## config.mk

```make
export PLATFORM = sky130hd
export DESIGN_NAME = period_meter_flat
export DESIGN_NICKNAME = d
export VERILOG_FILES = /design/src/rtl/period_meter_if.sv /design/src/rtl/period_meter.sv /design/src/flat_wrapper.sv
export SDC_FILE = /design/constraint.sdc
export NUM_CORES = 1
export LEC_CHECK = 0
export CORE_MARGIN = 2
export CORE_UTILIZATION = 45
export CTS_CLUSTER_SIZE = 10
export DETAILED_ROUTE_END_ITERATION = 10
export HOLD_SLACK_MARGIN = 0.05
export PLACE_DENSITY_LB_ADDON = 0.3
export SLEW_MARGIN = 20
export SYNTH_ARGS = -nofsm -noshare
export SYNTH_HDL_FRONTEND = slang
export SYNTH_SLANG_ARGS = --single-unit
```

## constraint.sdc

```tcl
create_clock -name clk -period 3.4 [get_ports clk]
set_input_delay 0.85 -clock clk [delete_from_list [all_inputs] [get_ports clk]]
set_output_delay 0.85 -clock clk [all_outputs]
set_load 0.05 [all_outputs]
```

## src/rtl/period_meter_if.sv

```systemverilog
// period_meter_if
//   Groups the measurement controls and results of period_meter.
//   Parameter CNT_W : width of the period/high-time results.
//   Signals:
//     en         measurement enable (driven by the controller)
//     sig_in     asynchronous waveform to measure (driven by the controller)
//     period_out last period, rise-to-rise, in clk cycles
//     high_out   last high time, rise-to-fall, in clk cycles
//     valid      one-cycle pulse when period_out/high_out update
//     locked     two consecutive periods were equal
//     ovf        sticky period overflow flag
//   master: the side that enables and supplies the waveform
//   slave : the meter itself
interface period_meter_if #(
  parameter int CNT_W = 16
);
  logic             en;
  logic             sig_in;
  logic [CNT_W-1:0] period_out;
  logic [CNT_W-1:0] high_out;
  logic             valid;
  logic             locked;
  logic             ovf;

  modport master (
    output en, sig_in,
    input  period_out, high_out, valid, locked, ovf
  );

  modport slave (
    input  en, sig_in,
    output period_out, high_out, valid, locked, ovf
  );
endinterface

```

## src/rtl/period_meter.sv

```systemverilog
// period_meter
//   Measures the period (rise to rise) and high time (rise to fall) of a slow
//   asynchronous square wave in clk cycles, and reports lock when two
//   consecutive periods are equal. A period longer than 2^CNT_W-1 cycles
//   raises a sticky overflow flag and re-arms the meter.
//   Parameters:
//     CNT_W       width of counters and results
//     SYNC_STAGES synchronizer depth on sig_in (>= 2)
//   Ports:
//     clk  system clock
//     rst  asynchronous reset, active-high
//     bus  period_meter_if slave modport (en, sig_in in; results out)
module period_meter #(
  parameter int CNT_W       = 16,
  parameter int SYNC_STAGES = 2
) (
  input  logic          clk,
  input  logic          rst,
  period_meter_if.slave bus
);

  typedef enum logic [1:0] {
    IDLE = 2'd0,
    ARM  = 2'd1,
    MEAS = 2'd2
  } state_t;

  localparam logic [CNT_W-1:0] CNT_MAX = {CNT_W{1'b1}};
  localparam logic [CNT_W-1:0] CNT_ONE = CNT_W'(1);

  logic [SYNC_STAGES-1:0] sync_r;
  logic                   prev_r;
  logic                   s_s;
  logic                   rise_s;

  state_t           state_r, state_n;
  logic [CNT_W-1:0] pcnt_r, pcnt_n;
  logic [CNT_W-1:0] hcnt_r, hcnt_n;
  logic [CNT_W-1:0] period_r, period_n;
  logic [CNT_W-1:0] high_r, high_n;
  logic             valid_r, valid_n;
  logic             locked_r, locked_n;
  logic             ovf_r, ovf_n;
  // Set once a period has been reported since the last ARM, so the first
  // report after arming never claims lock against a stale period_out.
  logic             have_r, have_n;

  assign s_s    = sync_r[SYNC_STAGES-1];
  assign rise_s = s_s & ~prev_r;

  // Synchronizer chain and one-cycle delayed copy for edge detection.
  always_ff @(posedge clk or posedge rst) begin
    if (rst) begin
      sync_r <= '0;
      prev_r <= 1'b0;
    end else begin
      sync_r <= {sync_r[SYNC_STAGES-2:0], bus.sig_in};
      prev_r <= s_s;
    end
  end

  // Next-state and next-value logic for the FSM and the measurement datapath.
  always_comb begin
    state_n  = state_r;
    pcnt_n   = pcnt_r;
    hcnt_n   = hcnt_r;
    period_n = period_r;
    high_n   = high_r;
    valid_n  = 1'b0;
    locked_n = locked_r;
    ovf_n    = ovf_r;
    have_n   = have_r;

    if (!bus.en) begin
      // Disabling discards any measurement in progress; results are held.
      state_n  = IDLE;
      pcnt_n   = '0;
      hcnt_n   = '0;
      locked_n = 1'b0;
      ovf_n    = 1'b0;
      have_n   = 1'b0;
    end else begin
      case (state_r)
        IDLE: begin
          state_n = ARM;
          pcnt_n  = '0;
          hcnt_n  = '0;
          have_n  = 1'b0;
        end
        ARM: begin
          // The partial period before the first rise is never measured.
          if (rise_s) begin
            state_n = MEAS;
            pcnt_n  = CNT_ONE;
            hcnt_n  = CNT_ONE;
          end else begin
            state_n = ARM;
          end
        end
        MEAS: begin
          if (rise_s) begin
            period_n = pcnt_r;
            high_n   = hcnt_r;
            valid_n  = 1'b1;
            pcnt_n   = CNT_ONE;
            hcnt_n   = CNT_ONE;
            locked_n = have_r & (pcnt_r == period_r);
            have_n   = 1'b1;
          end else if (pcnt_r == CNT_MAX) begin
            // Counter would wrap: flag it and start over from a fresh rise.
            state_n  = ARM;
            ovf_n    = 1'b1;
            locked_n = 1'b0;
            have_n   = 1'b0;
            pcnt_n   = '0;
            hcnt_n   = '0;
          end else begin
            pcnt_n = pcnt_r + CNT_ONE;
            // High time freezes after the fall until the next rise.
            if (s_s) begin
              hcnt_n = hcnt_r + CNT_ONE;
            end else begin
              hcnt_n = hcnt_r;
            end
          end
        end
        default: begin
          state_n  = IDLE;
          pcnt_n   = '0;
          hcnt_n   = '0;
          locked_n = 1'b0;
          have_n   = 1'b0;
        end
      endcase
    end
  end

  // State, counter and result registers.
  always_ff @(posedge clk or posedge rst) begin
    if (rst) begin
      state_r  <= IDLE;
      pcnt_r   <= '0;
      hcnt_r   <= '0;
      period_r <= '0;
      high_r   <= '0;
      valid_r  <= 1'b0;
      locked_r <= 1'b0;
      ovf_r    <= 1'b0;
      have_r   <= 1'b0;
    end else begin
      state_r  <= state_n;
      pcnt_r   <= pcnt_n;
      hcnt_r   <= hcnt_n;
      period_r <= period_n;
      high_r   <= high_n;
      valid_r  <= valid_n;
      locked_r <= locked_n;
      ovf_r    <= ovf_n;
      have_r   <= have_n;
    end
  end

  assign bus.period_out = period_r;
  assign bus.high_out   = high_r;
  assign bus.valid      = valid_r;
  assign bus.locked     = locked_r;
  assign bus.ovf        = ovf_r;

endmodule

```

## src/flat_wrapper.sv

```systemverilog
// flat-port wrapper written by rule: the top's interface ports become plain ports
module period_meter_flat 
#(
  parameter int CNT_W       = 16,
  parameter int SYNC_STAGES = 2
)
  (clk, rst, bus_en, bus_sig_in, bus_period_out, bus_high_out, bus_valid, bus_locked, bus_ovf);
  period_meter_if #(.CNT_W(CNT_W)) bus_i ();
  input  logic clk;
  input  logic rst;
  input wire logic [$bits(bus_i.en)-1:0] bus_en;
  input wire logic [$bits(bus_i.sig_in)-1:0] bus_sig_in;
  output wire logic [$bits(bus_i.period_out)-1:0] bus_period_out;
  output wire logic [$bits(bus_i.high_out)-1:0] bus_high_out;
  output wire logic [$bits(bus_i.valid)-1:0] bus_valid;
  output wire logic [$bits(bus_i.locked)-1:0] bus_locked;
  output wire logic [$bits(bus_i.ovf)-1:0] bus_ovf;
  assign bus_i.en = bus_en;
  assign bus_i.sig_in = bus_sig_in;
  assign bus_period_out = bus_i.period_out;
  assign bus_high_out = bus_i.high_out;
  assign bus_valid = bus_i.valid;
  assign bus_locked = bus_i.locked;
  assign bus_ovf = bus_i.ovf;
  period_meter #(.CNT_W(CNT_W), .SYNC_STAGES(SYNC_STAGES)) u_core (.clk(clk), .rst(rst), .bus(bus_i));
endmodule
```

==> results.toml, run 1 <==
[timing]
fin_setup_tns_ns = 0
setup_slack_ns = 0.935
rsz0062_at_grt = "false"
final.setup_skew_ns = 0.00698
maxSlewViolCount = 0
layout_min_cycle_time_ns = 2.46
fin_crit_sh = 0.725
worst_pin_slew_ns = 0.758
fmax_mhz = 406
finalHoldViolCount = 0
slew_headroom = 0.489
setup_viol_count_final = 0

[synth]
mappedNetlistArea_um2 = 3720
synth_compound_gate_area_share = 0.133
synth_warnings = 0
synth-edff-count = 0
async_reset_ff_frac = 1.00
synth_xor_area_frac = 0.0424
avgSynthCellArea_um2 = 8.91
synth_cell_type_count = 48
yosys_register_bits = 73
synth_nets = 427
synth_top_family_by_area = "simple AND/OR/NAND/NOR gates"
synth_fa_ha_area_frac = 0.0202
muxShareOfSynthArea = 0.0138
seq_area_frac_synth = 0.491
synthSimpleGateAreaFrac = 0.256
synth-main-ff-cell = "dfrtp_1"
synth_cells = 417

[floorplanning]
core.rowCount = 33
start_util = 0.459
core_um2 = 8090
die_y_um = 94.9
fp.dieArea_um2 = 9000
die_w_um = 94.9
io_pins = 39

[critical_path]
r2r_cells = 7
critical_path.slowest_cell = "dfrtp_1"
r2r_setup_slack_ns = 0.94
rr_endpoint = "u_core.hcnt_r[8]"
endpoint_kind = "register"
critPathRequiredTime_ns = 3.69
crit_path_max_incr_delay_ns = 0.51
cp_max_fo = 11
setup.worst_path.end = "u_core.hcnt_r[8]"
arrival_ns = 2.75
crit_start = "u_core.pcnt_r[0]"
reg2reg_from = "u_core.pcnt_r[0]"
critical_path_class = "register to register"
start_kind = "register"
path_cells = "ha_1 -> nand4_1 -> nor4_2 -> buf_4 -> o21ai_1 -> nor4_1 -> mux2i_1"

[clock_tree]
clockBufferDepth = 2
cts_resized = 0
htreeDepth = 3
cts.reportedPaths.clkPinSlew_ns = 0.08
cts-root-buf = "clkbuf_8"
clk_latency_ns = 0.36
cts_buffers = 9
cts_tree = "done"
cts_hold_buf = 0
cts_sinks = 73
post-cts-setup-buffer-count = 0

[place]
io_buffers = 38
gp_congestion = 0.903
place_ws_ns = 0.646
place_inst = 547
hpwl_um = 6190

[finish]
utilization = 0.553
nFillCells = 748
multiInputGateArea_um2 = 1730
syn_to_final_growth_pct = 20.4
drive_above_1_share = 0.0808
nNetsFinal = 463
finalNonFillerCells = 563
regArea_um2 = 1830
n_antenna_cell = 0

[power]
p_int_mw = 1.45
power_leakage_nw = 2.09
powerDensity_nw_per_um2 = 414
p_seq_frac = 0.474
power_frac_comb = 0.046
finalPower_mw = 1.85
p_sw_mw = 0.405
p_sw_frac = 0.219
pwr-share-clk = 0.480
ir_drop_uv = 208

[hold_path]
hp-class = "register to register"

[run]
maxCapViolCount = 0

[global_route]
grt_first_pass_wirelength_um = 15100
grt_overflow = 0
grt_max_degree = 48
first_global_vias = 3040
groute.usage.overall = 0.218
antenna_found_initial = 0

[route]
routed_wirelength_um = 9000
ant_nets = 0
first_pass_iters = 4
via_per_inst = 5.66
vias = 3188
post_drt_wl_per_cell_um = 16.0
drt_iter0_drc = 192
drc_errors = 0

[run_status]
status = "finished clean"
==> state kept, by name (all words and copies together) (netlist names) <==
signal / flops
u_core.state_r: 2
u_core.bus.high_out: 16
u_core.bus.ovf: 1
u_core.prev_r: 1
u_core.pcnt_r: 16
u_core.bus.locked: 1
u_core.have_r: 1
u_core.bus.period_out: 16
u_core.bus.valid: 1
u_core.sync_r: 2
u_core.hcnt_r: 16
==> metrics by stage <==
stage | hold slack (ns) | area (um2)
global placement | 0.335 | 4210
finish | 0.355 | 4480
detailed placement | 0.339 | 4210
floorplan | 0.331 | 3720
CTS | 0.358 | 4480
global route | 0.362 | 4480
==> kinds of logic after synthesis <==
kind of cell             Yosys count
AND/OR/NAND/NOR                  200
AO/OA/AOI/OAI                     79
flip-flops                        73
buffers and inverters             36
XOR/XNOR                          18
adder cells (fa/ha/maj)            6
multiplexers                       5
==> power groups by stage <==
stage / Sequential, mW / Combinational, mW / Clock (mW)
after floorplan: 0.894 / 0.0569 / 0
after global placement: 0.894 / 0.0837 / 0
after detailed placement: 0.895 / 0.0853 / 0
after CTS: 0.877 / 0.0859 / 0.901
after global routing: 0.878 / 0.0963 / 0.934
final: 0.877 / 0.0846 / 0.889
==> cell usage in the layout, fill, tap and decap left out, drive strengths merged, types with 3 or more instances in the layout <==
master and n:
and3 5, mux2i 4, o21ai 34, or4 5, and4 4, clkbuf 12
a211oi 6, nor3b 3, inv 11, nand2 111, o31ai 7, buf 12
o211ai 4, o2111ai 3, bufinv 3, o41ai 5, a21oi 11, nor2 12
nand3 21, nor3 6, dfrtp 73, nand4 10, ha 6, xor2 16
clkdlybuf4s50 38, nor4 6, or3 6, nand2b 4
==> worst min path at each step <==
| stage | start | to | depth (start not counted) |
|---|---|---|---|
| after floorplan | u_core.sync_r[0] | u_core.sync_r[1] | 0 |
| after detailed placement | u_core.sync_r[0] | u_core.sync_r[1] | 0 |
| after global routing | u_core.sync_r[0] | u_core.sync_r[1] | 0 |
| after global placement | u_core.sync_r[0] | u_core.sync_r[1] | 0 |
| final | u_core.sync_r[0] | u_core.sync_r[1] | 0 |
| after CTS | u_core.sync_r[0] | u_core.sync_r[1] | 0 |
==> cell usage after synthesis, drive strengths merged (5+ instances only) <==
cell      n  area [um2]
o41ai     5        43.8
a211oi    6        45.0
nand2   111         417
o21ai    34         170
xor2     16         140
nand4    10        68.8
buf      15        81.3
inv      11        41.3
nand3    21         105
nor4      6        43.8
or3       6        37.5
dfrtp    73        1830
nor2     12        47.6
nor3      6        30.0
clkbuf   10        37.5
or4       5        41.3
and3      5        31.3
ha        6        75.1
o31ai     7        52.6
a21oi    11        55.1
==> cell type report <==
type	count	area share
clock inverter	4	0.0218
tap	105	0.0294
multi-input combinational	308	0.387
clock buffer	12	0.0369
sequential	73	0.408
inverter	11	0.00923
timing repair buffer	50	0.108
==> layer usage <==
metal / wire, um / vias up / GRT usage
met2: 4230 / 98 / 0.336
met5: 0 / - / 0
met3: 440 / 21 / 0.0455
met1: 4050 / 1541 / 0.290
met4: 276 / 0 / 0.114
li1: - / 1528 / -
==> critical path: cells and delay by family, from the launching register on <==
family,cells,cell delay (ns)
multiplexers,1,0.23
flip-flops,1,0.51
buffers and inverters,1,0.23
AND/OR/NAND/NOR,3,0.98
adder cells (fa/ha/maj),1,0.28
AO/OA/AOI/OAI,1,0.15
Note: power is estimated with default switching activity, not from simulation.
==> run 2, diff against run 1 <==
clock period = 2.39 ns   (was 3.4 ns; I/O delays follow)
==> run 2 against run 1 <==
Effect of this change: final cell count increased by 4.3%; utilization rose by 2.2 points; critical path depth grew 1; setup slack lost 0.74 ns; fmax up 12%; total power rose by 39%; die area is the same; sequential cell count did not move; hold slack got worse by 0.0012 ns; global-route usage rose by 0.57 points; sequential share of layout area decreased by 1.5 points; clock-buffer cell count down 1; largest power group is now sequential cells.
==> results.toml, run 2 (synthesized netlist as in run 1, its figures left out) <==
[finish]
final_common_cell = "nand2_1"
regArea_um2 = 1830
final_cell_mix = "nand2_1, dfrtp_1, clkdlybuf4s50_1"
drive_above_1_share = 0.127
finalNonFillerCells = 587
syn_to_final_growth_pct = 25.2
multiInputGateArea_um2 = 1730
nNetsFinal = 487
utilization = 0.575
nFillCells = 753
n_antenna_cell = 0

[timing]
slew_headroom = 0.546
rsz0062_at_grt = "false"
fmax_mhz = 455
finalHoldViolCount = 0
fin_setup_tns_ns = 0
fin_crit_sh = 0.919
final.setup_skew_ns = 0.00780
fin_hold_ws_ns = 0.353
setup_slack_ns = 0.194
worst_pin_slew_ns = 0.673
maxSlewViolCount = 0
layout_min_cycle_time_ns = 2.20
setup_viol_count_final = 0

[critical_path]
path_cells = "ha_1 -> nand4_1 -> nor4_2 -> buf_4 -> buf_4 -> o21ai_0 -> o211ai_1 -> o41ai_1"
critical_path.slowest_cell = "o21ai_0"
critPathTopFamily = "compound AO/OA/AOI/OAI gates"
cp_common_cell = "buf_4"
critical_path_class = "register to register"
critPathRequiredTime_ns = 2.64
reg2reg_from = "u_core.pcnt_r[0]"
start_kind = "register"
cp.depth = 8
r2r_cells = 8
worstPathBufferInverterCount = 2
arrival_ns = 2.44
cp_max_fo = 10
endpoint_kind = "register"
crit_start = "u_core.pcnt_r[0]"
crit_path_max_incr_delay_ns = 0.56

[route]
vias = 3186
routed_wirelength_um = 9040
via_per_inst = 5.43
drt_iter0_drc = 157
first_pass_iters = 5
post_drt_wl_per_cell_um = 15.4
drc_errors = 0
ant_nets = 0

[power]
power_leakage_nw = 2.21
p_sw_mw = 0.565
powerDensity_nw_per_um2 = 553
power_frac_comb = 0.052
p_seq_frac = 0.485
ir_drop_uv = 427
p_int_mw = 2.01
pwr-share-clk = 0.463
p_sw_frac = 0.220

[place]
place_inst = 571
gp_congestion = 0.881
place_ws_ns = -0.117
hpwl_um = 6400
io_buffers = 38

[clock_tree]
cts-root-buf = "clkbuf_8"
cts_sinks = 73
clockBufferDepth = 2
cts.reportedPaths.clkPinSlew_ns = 0.08
htreeDepth = 3
cts_tree = "done"
cts_buffers = 9
clk_latency_ns = 0.36
cts_hold_buf = 0

[hold_path]
min_path_cells = 0
hp-class = "register to register"
hp-start = "u_core.sync_r[0]"

[global_route]
antenna_found_initial = 0
first_global_vias = 3165
grt_max_degree = 74
groute.usage.overall = 0.224
grt_overflow = 0
grt_first_pass_wirelength_um = 15600

[floorplanning]
core_um2 = 8090
die_y_um = 94.9
io_pins = 39
die_w_um = 94.9
core.rowCount = 33
start_util = 0.459
fp.dieArea_um2 = 9000

[run_status]
status = "finished clean"

[run]
maxCapViolCount = 0
-- run 2: path summary, 6_finish.rpt --
path / end / slack (ns)
max: u_core.hcnt_r[5] / 0.19
max in group asynchronous: u_core.hcnt_r[0] / 1.38
min reg2reg: u_core.sync_r[1] / 0.35
max reg2reg: u_core.hcnt_r[5] / 0.19
min in group asynchronous: u_core.bus.period_out[7] / 0.70
min: u_core.sync_r[1] / 0.35
-- run 2: metrics by stage --
step	cell area, um2	total power [mW]
after CTS	4650	2.60
after global placement	4410	1.41
final	4650	2.58
after detailed placement	4410	1.41
after global routing	4650	2.66
after floorplan	3720	1.35
-- run 2: repair_timing --
item | 4_1_cts | 5_1_grt
gates resized for setup | 0 | 1
buffers inserted | 0 | 0
endpoints found under the setup margin | 0 | 8
hold endpoints to repair | 0 | 0
-- run 2: power by group through the flow --
stage	clock, mW	sequential, mW	combinational, mW
2_1_floorplan	0	1.27	0.0813
3_3_place_gp	0	1.27	0.135
3_5_place_dp	0	1.27	0.137
4_1_cts	1.21	1.25	0.137
5_1_grt	1.26	1.25	0.153
6_report	1.19	1.25	0.135
-- run 2: final cells by class --
class,count,share of cell area
multi-input combinational,308,0.372
inverter,11,0.00968
clock buffer,11,0.0304
clock inverter,5,0.0220
sequential,73,0.393
tap,105,0.0282
timing repair buffer,74,0.145
-- run 2: layer usage --
| metal | up-vias | global-route usage | share of wire |
|---|---|---|---|
| met2 | 55 | 0.364 | 0.49 |
| met1 | 1546 | 0.296 | 0.46 |
| met4 | 0 | 0.0990 | 0.018 |
| met3 | 15 | 0.0343 | 0.032 |
| li1 | 1570 | - | - |
| met5 | - | 0 | 0 |
